`src/rtl/task_stream_reverse.sv`:
```
// task_stream_reverse
//
// Frame reverser for the UART task chain. Framed words (i_first / i_last) are
// stored into one of two banks. Each complete frame is then re-emitted in
// reverse word order. While one bank drains, the next frame fills the other
// bank. There is no backpressure on either side.
//
// Optional build macro: TASK_STREAM_REVERSE_LEN_TRAILER_EN.
//   When it is defined, each output frame is followed by one extra word. That
//   word holds the stored length, and it carries o_last instead of the
//   address-0 word.
//
// Ports:
//   i_clk, i_rst_n   clock (rising edge), asynchronous active-low reset
//   i_valid          input word valid
//   i_first, i_last  frame delimiters, qualified by i_valid
//   i_data           input word
//   o_valid, o_last  output word valid / final word of the output frame
//   o_data           output word
//   o_drop           1-cycle pulse: an input frame or word was discarded
//   o_trunc          1-cycle pulse: a frame longer than DEPTH was truncated
//   o_busy           a bank holds a frame, or a frame is being received

module task_stream_reverse #(
    parameter int unsigned TASK_INPUT_WIDTH  = 8,
    parameter int unsigned TASK_OUTPUT_WIDTH = 8,
    parameter int unsigned DEPTH             = 16,
    parameter int unsigned INPUT_STREAMS     = 1,
    parameter int unsigned OUTPUT_STREAMS    = 1
) (
    input  logic                         i_clk,
    input  logic                         i_rst_n,
    input  logic                         i_valid,
    input  logic                         i_first,
    input  logic                         i_last,
    input  logic [TASK_INPUT_WIDTH-1:0]  i_data,
    output logic                         o_valid,
    output logic                         o_last,
    output logic [TASK_OUTPUT_WIDTH-1:0] o_data,
    output logic                         o_drop,
    output logic                         o_trunc,
    output logic                         o_busy
);

    localparam int unsigned AW = $clog2(DEPTH);
    localparam int unsigned LW = AW + 1;
    localparam logic [LW-1:0] DepthL = LW'(DEPTH);

    if (TASK_OUTPUT_WIDTH != TASK_INPUT_WIDTH) begin : gen_width_check
        $error("TASK_OUTPUT_WIDTH must equal TASK_INPUT_WIDTH");
    end
    if (DEPTH < 2 || (DEPTH & (DEPTH - 1)) != 0) begin : gen_depth_check
        $error("DEPTH must be a power of 2 and at least 2");
    end
    if (INPUT_STREAMS != 1 || OUTPUT_STREAMS != 1) begin : gen_stream_check
        $error("INPUT_STREAMS and OUTPUT_STREAMS must be 1");
    end

    typedef enum logic [1:0] {StWIdle, StWRecv, StWDrop} wstate_e;
    typedef enum logic [1:0] {StRIdle, StRDrain, StRTrail} rstate_e;

    // Storage: two banks of DEPTH words. The contents are not reset.
    logic [TASK_INPUT_WIDTH-1:0] mem_q [2][DEPTH];

    wstate_e          wstate_q, wstate_d;
    rstate_e          rstate_q, rstate_d;
    logic [LW-1:0]    cnt_q, cnt_d;
    logic [AW-1:0]    raddr_q, raddr_d;
    logic             wr_bank_q, wr_bank_d;
    logic             rd_bank_q, rd_bank_d;
    logic [1:0]       full_q, full_d;
    logic [1:0][LW-1:0] len_q, len_d;

    logic             o_valid_q, o_valid_d;
    logic             o_last_q, o_last_d;
    logic [TASK_OUTPUT_WIDTH-1:0] o_data_q, o_data_d;
    logic             o_drop_q, o_drop_d;
    logic             o_trunc_q, o_trunc_d;
    logic             o_busy_q, o_busy_d;

    logic             mem_we;
    logic [AW-1:0]    mem_waddr;
    logic             start;
    logic             commit;
    logic [LW-1:0]    commit_len;
    logic             release_bank;
    logic             free;
    logic             other_bank;
    logic [LW-1:0]    first_len_m1;
    logic [LW-1:0]    next_len_m1;

    // ------------------------------------------------------------------
    // State registers
    // ------------------------------------------------------------------
    always_ff @(posedge i_clk or negedge i_rst_n) begin
        if (!i_rst_n) begin
            wstate_q  <= StWIdle;
            rstate_q  <= StRIdle;
            cnt_q     <= '0;
            raddr_q   <= '0;
            wr_bank_q <= 1'b0;
            rd_bank_q <= 1'b0;
            full_q    <= '0;
            len_q     <= '0;
            o_valid_q <= 1'b0;
            o_last_q  <= 1'b0;
            o_data_q  <= '0;
            o_drop_q  <= 1'b0;
            o_trunc_q <= 1'b0;
            o_busy_q  <= 1'b0;
        end else begin
            wstate_q  <= wstate_d;
            rstate_q  <= rstate_d;
            cnt_q     <= cnt_d;
            raddr_q   <= raddr_d;
            wr_bank_q <= wr_bank_d;
            rd_bank_q <= rd_bank_d;
            full_q    <= full_d;
            len_q     <= len_d;
            o_valid_q <= o_valid_d;
            o_last_q  <= o_last_d;
            o_data_q  <= o_data_d;
            o_drop_q  <= o_drop_d;
            o_trunc_q <= o_trunc_d;
            o_busy_q  <= o_busy_d;
        end
    end

    always_ff @(posedge i_clk) begin
        if (mem_we) begin
            mem_q[wr_bank_q][mem_waddr] <= i_data;
        end
    end

    // ------------------------------------------------------------------
    // Write side: next state, bank writes, drop/trunc pulses
    // ------------------------------------------------------------------
    always_comb begin
        wstate_d   = wstate_q;
        cnt_d      = cnt_q;
        mem_we     = 1'b0;
        mem_waddr  = '0;
        start      = 1'b0;
        commit     = 1'b0;
        commit_len = '0;
        o_drop_d   = 1'b0;
        o_trunc_d  = 1'b0;
        if (i_valid) begin
            case (wstate_q)
                StWIdle, StWDrop: begin
                    if (i_first) begin
                        if (!full_q[wr_bank_q]) begin
                            start = 1'b1;
                        end else begin
                            // No free bank: swallow the frame through its i_last.
                            o_drop_d = 1'b1;
                            wstate_d = i_last ? StWIdle : StWDrop;
                        end
                    end else if (wstate_q == StWIdle) begin
                        o_drop_d = 1'b1;
                    end else if (i_last) begin
                        wstate_d = StWIdle;
                    end
                end
                StWRecv: begin
                    if (i_first) begin
                        // Abandon the partial frame and restart in the same bank.
                        start    = 1'b1;
                        o_drop_d = 1'b1;
                    end else begin
                        // cnt saturates at DEPTH; words past that are discarded.
                        if (cnt_q < DepthL) begin
                            mem_we    = 1'b1;
                            mem_waddr = cnt_q[AW-1:0];
                            cnt_d     = cnt_q + LW'(1);
                        end
                        if (i_last) begin
                            commit     = 1'b1;
                            commit_len = cnt_d;
                            o_trunc_d  = (cnt_q == DepthL);
                            wstate_d   = StWIdle;
                        end
                    end
                end
                default: wstate_d = StWIdle;
            endcase
            if (start) begin
                mem_we     = 1'b1;
                mem_waddr  = '0;
                cnt_d      = LW'(1);
                commit     = i_last;
                commit_len = LW'(1);
                wstate_d   = i_last ? StWIdle : StWRecv;
            end
        end
    end

    // ------------------------------------------------------------------
    // Read side: next state
    // ------------------------------------------------------------------
    assign other_bank   = ~rd_bank_q;
    assign first_len_m1 = len_q[rd_bank_q] - LW'(1);
    assign next_len_m1  = len_q[other_bank] - LW'(1);

    always_comb begin
        rstate_d     = rstate_q;
        raddr_d      = raddr_q;
        rd_bank_d    = rd_bank_q;
        release_bank = 1'b0;
        case (rstate_q)
            StRIdle: begin
                if (full_q[rd_bank_q]) begin
                    rstate_d = StRDrain;
                    raddr_d  = first_len_m1[AW-1:0];
                end
            end
            StRDrain: begin
                raddr_d = raddr_q - AW'(1);
                if (raddr_q == '0) begin
`ifdef TASK_STREAM_REVERSE_LEN_TRAILER_EN
                    rstate_d = StRTrail;
`else
                    release_bank = 1'b1;
`endif
                end
            end
            StRTrail: release_bank = 1'b1;
            default:  rstate_d = StRIdle;
        endcase
        // When the frame ends, chain straight into the other bank if it is already full.
        if (release_bank) begin
            rd_bank_d = other_bank;
            if (full_q[other_bank]) begin
                rstate_d = StRDrain;
                raddr_d  = next_len_m1[AW-1:0];
            end else begin
                rstate_d = StRIdle;
            end
        end
    end

    assign free = release_bank;

    // The writer commits wr_bank, which was empty. The reader frees rd_bank,
    // which was full. So the two updates never land on the same bank.
    always_comb begin
        full_d    = full_q;
        len_d     = len_q;
        wr_bank_d = wr_bank_q;
        if (free) begin
            full_d[rd_bank_q] = 1'b0;
        end
        if (commit) begin
            full_d[wr_bank_q] = 1'b1;
            len_d[wr_bank_q]  = commit_len;
            wr_bank_d         = ~wr_bank_q;
        end
    end

    // ------------------------------------------------------------------
    // Outputs (registered)
    // ------------------------------------------------------------------
    always_comb begin
        o_valid_d = 1'b0;
        o_last_d  = 1'b0;
        o_data_d  = '0;
        case (rstate_q)
            StRDrain: begin
                o_valid_d = 1'b1;
                o_data_d  = mem_q[rd_bank_q][raddr_q];
`ifdef TASK_STREAM_REVERSE_LEN_TRAILER_EN
                o_last_d  = 1'b0;
`else
                o_last_d  = (raddr_q == '0);
`endif
            end
            StRTrail: begin
                o_valid_d = 1'b1;
                o_last_d  = 1'b1;
                o_data_d  = TASK_OUTPUT_WIDTH'(len_q[rd_bank_q]);
            end
            default: ;
        endcase
        o_busy_d = (|full_d) | (wstate_d == StWRecv);
    end

    assign o_valid = o_valid_q;
    assign o_last  = o_last_q;
    assign o_data  = o_data_q;
    assign o_drop  = o_drop_q;
    assign o_trunc = o_trunc_q;
    assign o_busy  = o_busy_q;

endmodule

```
`config.mk`:
```
export PLATFORM = sky130hd
export DESIGN_NAME = task_stream_reverse
export DESIGN_NICKNAME = d
export VERILOG_FILES = /design/src/rtl/task_stream_reverse.sv
export SDC_FILE = /design/constraint.sdc
export NUM_CORES = 1
export LEC_CHECK = 0
export CELL_PAD_IN_SITES_DETAIL_PLACEMENT = 1
export CELL_PAD_IN_SITES_GLOBAL_PLACEMENT = 2
export CORE_UTILIZATION = 50
export CTS_BUF_LIST = sky130_fd_sc_hd__clkbuf_8
export CTS_CLUSTER_SIZE = 12
export DETAILED_ROUTE_END_ITERATION = 10
export MAX_ROUTING_LAYER = met4
export PLACE_DENSITY_LB_ADDON = 0.1
export SLEW_MARGIN = 20
export SYNTH_ARGS = -nofsm -noshare
export SYNTH_HDL_FRONTEND = slang
export SYNTH_SLANG_ARGS = --single-unit
```
`constraint.sdc`:
```
create_clock -name i_clk -period 2.5 [get_ports i_clk]
set_clock_uncertainty 0.2 [all_clocks]
set_input_delay 0.75 -clock i_clk [delete_from_list [all_inputs] [get_ports i_clk]]
set_output_delay 0.75 -clock i_clk [all_outputs]
set_load 0.005 [all_outputs]
```
== Word level (Yosys, flattened, before mapping) ==
Memory sizes are Yosys's and may differ from the RTL's.
Index checks and enable logic that the tools add are counted.
Cells by class
  bitwise gates (word level): 8
  $add $sub $neg: 4
  muxes and demuxes: 87
  reductions and logical operators: 12
  eq/ne operators: 9
  $lt $le $gt $ge: 9
Operators by type and width (number)
  $mux 128: 1
  $mux 5: 12
  $mux 4: 10
  $mux 1: 35
  $bmux 8 s4: 1
  $demux 8 s4: 1
  $mux 2: 12
  $mux 8: 3
  $pmux 8 s2: 1
  $sub 4x1->4 const B: 3
  $bwmux 10: 1
  $ge 5x5->1 const B: 2
  $not 4->5: 2
  $pmux 1 s2: 4
  $pmux 2 s2: 2
  $pmux 4 s2: 1
  $eq 2x1->1 const B: 3
  $lt 1x2->1 const B: 3
  $reduce_or 2->1: 3
  $add 5x1->5 const B: 1
  $demux 5 s1: 1
  $eq 5x5->1 const B: 1
  $lt 5x1->1 const B: 1
  $lt 5x5->1 const B: 1
  16 further kinds: 24
Word-level totals
  register bits after elaboration: 40
  output and inout port bits: 13
  bits in writable memories: 256
  memories: 1
Memories
  mem_q: words 2, width 128, read ports 1, clocked after Yosys merged registers in 0, write ports 1, RTL line 63  | logic [TASK_INPUT_WIDTH-1:0] mem_q [2][DEPTH];

== Longest topological paths before layout ==
  word-level depth: 14
  depth in mapped cells: 11
  depth with buffers taken out: 8

== Least setup slack after synthesis ==
Ideal clock, no wire load.
  kind: input port to flip-flop
  start: in i_valid
  end: mem mem_q[0][16] in the netlist's numbering, enable pin
  data arrival time: 2.200 ns
  required time: 1.930 ns
  buffers on the path: 3
  cell stages on the path: 8
  setup slack: -0.270 ns
  library setup time: 0.370 ns
  path through: buf_2 > and4bb_2 > buf_2 > and2_1 > buf_2 > and2b_1 > nand3_1 > nor2_1
Between the ends
  longest elaborated chain between the ends: 7
  elaborated cells between the ends (all ways): 10
Ends and longest elaborated chain
  from (decl): RTL line 33  | input logic i_valid,
  $mux 4: RTL line 148  | if (i_valid) begin
  $not 4->5 (implied by the code): RTL line 131  | mem_q[wr_bank_q][mem_waddr] <= i_data;
  $ge 5x5->1 (implied by the code) or $lt 5x1->1 (tied branches): RTL line 131
  $logic_and 1x1->1 (implied by the code): RTL line 131
  $mux 8 (implied by the code): RTL line 131
  $demux 8 s4: RTL line 131
  $mux 128 (implied by the code) *: RTL line 131
  to (decl): RTL line 63
Mark *: on every way between the ends. The rest lies on a longest branch, timed or not.

== Final worst setup path ==
  start: in i_first
  end: mem mem_q[0][82] in the netlist's numbering, enable pin
Between the ends
  longest elaborated chain between the ends: 11
  elaborated cells between the ends (all ways): 20
Ends and longest elaborated chain
  from (decl): RTL line 34  | input logic i_first,
  $mux 1, on equally long branches: RTL line 166, 151
  $pmux 1 s2: RTL line 149  | case (wstate_q)
  $mux 1: RTL line 148
  $mux 4: RTL line 187  | if (start) begin
  $mux 4: RTL line 148
  $not 4->5 (implied by the code): RTL line 131
  $ge 5x5->1 (implied by the code) or $lt 5x1->1 (tied branches): RTL line 131
  $logic_and 1x1->1 (implied by the code): RTL line 131
  $mux 8 (implied by the code): RTL line 131
  $demux 8 s4: RTL line 131
  $mux 128 (implied by the code) *: RTL line 131
Mark *: on every way between the ends. The rest lies on a longest branch, timed or not. The select of a mux whose other input is x is not followed.

==> flow_summary_export.csv <==
group,metric,value,unit
layout,antenna-diode-count,0,
power_and_ir_drop,power_density,1010,nW/µm²
synth,yosys-top-cells-count,"256 x edfxtp_1, 50 x mux4_2, 44 x nor2_1",
floorplan,start_util,50.9,%
detailed_routing,dr_total_vias,6478,
synth,synth_compound_area_share,5.10,%
clock_tree,cts_made_buffers,48,
min_path,min_path_type,"reg2reg",
min_path,hp-start,"len_q[8]",
clock_tree,tritoncts,"yes",
global_route,grt_pass1_vias,7190,
synth,synth-adder-area-share,0.736,%
synth,synth_most_common_cell,"edfxtp_1",
min_path,holdPathStages,1,
timing,hold_viol,0,
setup_path,rrSetupSlack,0.17,ns
layout,syn_to_final_growth,19.9,%
global_route,grt_use_total,25.8,%
synth,synthCells,657,
synth,seq_area_frac_synth,72.4,%
global_route,overflow,0,
layout,drive_gt1_share,32.4,%
synth,syn_nets,677,
detailed_routing,drc_errors,0,
power_and_ir_drop,total_power,0.0144,W
layout,multiInputGateArea,3120,µm²
clock_tree,root_buffer,"clkbuf_8",
floorplan,rows,56,
timing,tns,0,ns
synth,synthTopCellsByArea,"edfxtp_1 65%, mux4_2 9.5%, dfrtp_1 7.8%",
clock_tree,clock_latency,0.55,ns
global_route,grt_max_degree,40,
synth,synthSimpleGateAreaFrac,4.45,%
setup_path,required,2.56,ns
placement,hpwl,19.1,mm
timing,finalSetupViolCount,0,
synth,syn_area,11900,µm²
setup_path,critPathLaunchType,"input pin",
timing,max_clock_freq,410,MHz
synth,avgSynthCellArea,18.1,µm²
timing,whs,0.335,ns
timing,worst_slew_pin_slew,0.573,ns
layout,fin_area,14300,µm²
detailed_routing,wirelength,28.8,mm
setup_path,endpoint_kind,"register",
clock_tree,htree_levels,2,
setup_path,crit_chain,"clkdlybuf4s50_1 -> and4bb_2 -> and2_4 -> and2b_2 -> nand2_1 -> nor2_2 -> buf_4",
status,status,"finished, final reports clean",
setup_path,cp_max_fo,8,
detailed_routing,routedWlPerCell,25.2,µm
detailed_routing,drt_iter0_drc,314,
setup_path,crit_family,"simple AND/OR/NAND/NOR gates",
setup_path,max_stage_delay,0.46,ns
floorplan,core-area,23400,µm²
global_route,grt_first_pass_wirelength,43.7,mm
floorplan,die_area,24400,µm²
clock_tree,clk_pin_slew_worst_paths,0.06,ns
setup_path,r2r_end,"o_data[7]",
detailed_routing,via_per_inst,5.68,
synth,async_flop_share,12.6,%
layout,fin_nets,808,
flow_run,cap_viol_max_count,0,
timing,grt_setup_unrepaired,"no",
synth,yosysTopAreaCell,"edfxtp_1",
setup_path,worstReg2RegStart,"rd_bank_q",
detailed_routing,dr.pass1.iters,4,
layout,fillerInstances,2095,
global_route,antenna_found_initial,0,
synth,yosys.cell_types.count,56,
setup_path,path_buf_inv,2,
synth,synth_top_family_by_area,"multiplexers",
floorplan,die_y,156,µm
synth,synth_seq_cells,293,
synth,synthMuxAreaShare,14.2,%
synth,synth_top_area_share,64.6,%
power_and_ir_drop,ir_worst_vdd,0.501,mV
layout,seqCellArea,8620,µm²
setup_path,crit_type,"in2reg",
synth,synth_warnings,0,
placement,io_buffers,25,
min_path,min_to,"len_q[8]",
setup_path,rr_worst_depth,6,
floorplan,io_pins,26,
setup_path,crit_slowest_cell,"clkdlybuf4s50_1",
setup_path,cp_data_arrival_time,2.49,ns
timing,period_share,97.5,%
timing,fin_crit,2.44,ns
synth,synth_edf_count,256,
detailed_routing,drtAntennaViolNets,0,
clock_tree,clock_path_buffers,3,
synth,synth_ff_type,"edfxtp_1",
placement,postPlaceCellArea,13300,µm²
power_and_ir_drop,p_leak,5.02,nW
timing,drv_slew,0,
floorplan,die_w,156,µm
synth,synthXorXnorAreaFrac,0.736,%
timing,slew_headroom,61.8,%
clock_tree,clock_sinks,293,
placement,gp_congestion,0.843,
layout by cell type (no fill, tap or decap), drive strengths merged, types with 4 or more instances in the layout:
cell type	instances
a211o	5
a211oi	7
a21oi	11
a22o	6
a22oi	10
a31oi	4
buf	93
clkbuf	55
clkdlybuf4s50	24
clkinv	10
dfrtp	37
edfxtp	256
ha	7
inv	29
mux2	18
mux2i	36
mux4	50
nand2	26
nand3	13
nor2	44
nor2b	7
nor3	5
o21ai	12
o221ai	5
o22ai	6
xnor2	5
xor2	5
per-layer routing:
layer	wire, µm	track usage (%)
met3	1540	4.51
met4	465	6.82
met1	12200	33.5
met2	14600	42.5
met5	0	-
power by group:
| group | leakage [nW] | internal (W) | switching [W] |
|---|---|---|---|
| Sequential | 2.76 | 0.00560 | 0.000223 |
| Combinational | 1.74 | 0.00229 | 0.00251 |
| Clock | 0.523 | 0.00200 | 0.00179 |
| Total | 5.02 | 0.00989 | 0.00453 |
kinds of logic (layout without fill, tap and decap cells):
family,count (synthesis),count (layout)
flip-flops,293,293
AND/OR/NAND/NOR,114,114
multiplexers,104,104
AO/OA/AOI/OAI,82,82
buffers and inverters,47,212
XOR/XNOR,10,10
adder cells (fa/ha/maj),7,7
layout make-up:
cell class / instances / area share, %
Clock inverter: 29 / 0.842
Inverter: 10 / 0.263
Clock buffer: 55 / 5.30
Tap cell: 319 / 2.80
Timing Repair Buffer: 118 / 8.56
Multi-Input combinational cell: 317 / 21.9
Sequential cell: 293 / 60.4
through the flow:
stage          utilization [%]  std cells  setup WS, ns
6_report                  61.0       1141        0.0616
5_1_grt                   61.0       1141        0.0211
4_1_cts                   61.0       1141        0.0542
3_5_place_dp              56.9       1049        -0.591
3_3_place_gp              56.9       1049        -0.531
2_1_floorplan                -        657        -0.146
state kept, by name (all words and copies together) (netlist names):
| name | flops |
|---|---|
| o_drop | 1 |
| wr_bank_q | 1 |
| full_q | 2 |
| mem_q | 256 |
| len_q | 8 |
| wstate_q | 2 |
| o_trunc | 1 |
| cnt_q | 5 |
| o_valid | 1 |
| o_data | 8 |
| rstate_q | 1 |
| raddr_q | 4 |
| rd_bank_q | 1 |
| o_last | 1 |
| o_busy | 1 |
worst max-delay path by stage:
stage | start | to | cells past startpoint
after floorplan | i_valid | mem_q[0][104] | 7
after global placement | i_first | mem_q[1][117] | 7
after detailed placement | i_first | mem_q[0][101] | 7
after CTS | i_first | mem_q[0][101] | 8
after global routing | i_first | mem_q[0][82] | 7
final | i_first | mem_q[0][82] | 7
what timing repair did:
action                                 in CTS  in global routing
setup endpoints to repair                  16                 80
hold buffers                                1                  0
gates resized for setup                     1                  3
setup buffers                               7                  0
gates cloned                                0                  0
endpoints found under the hold margin      22                  0
(Power assumes the default switching activity.)
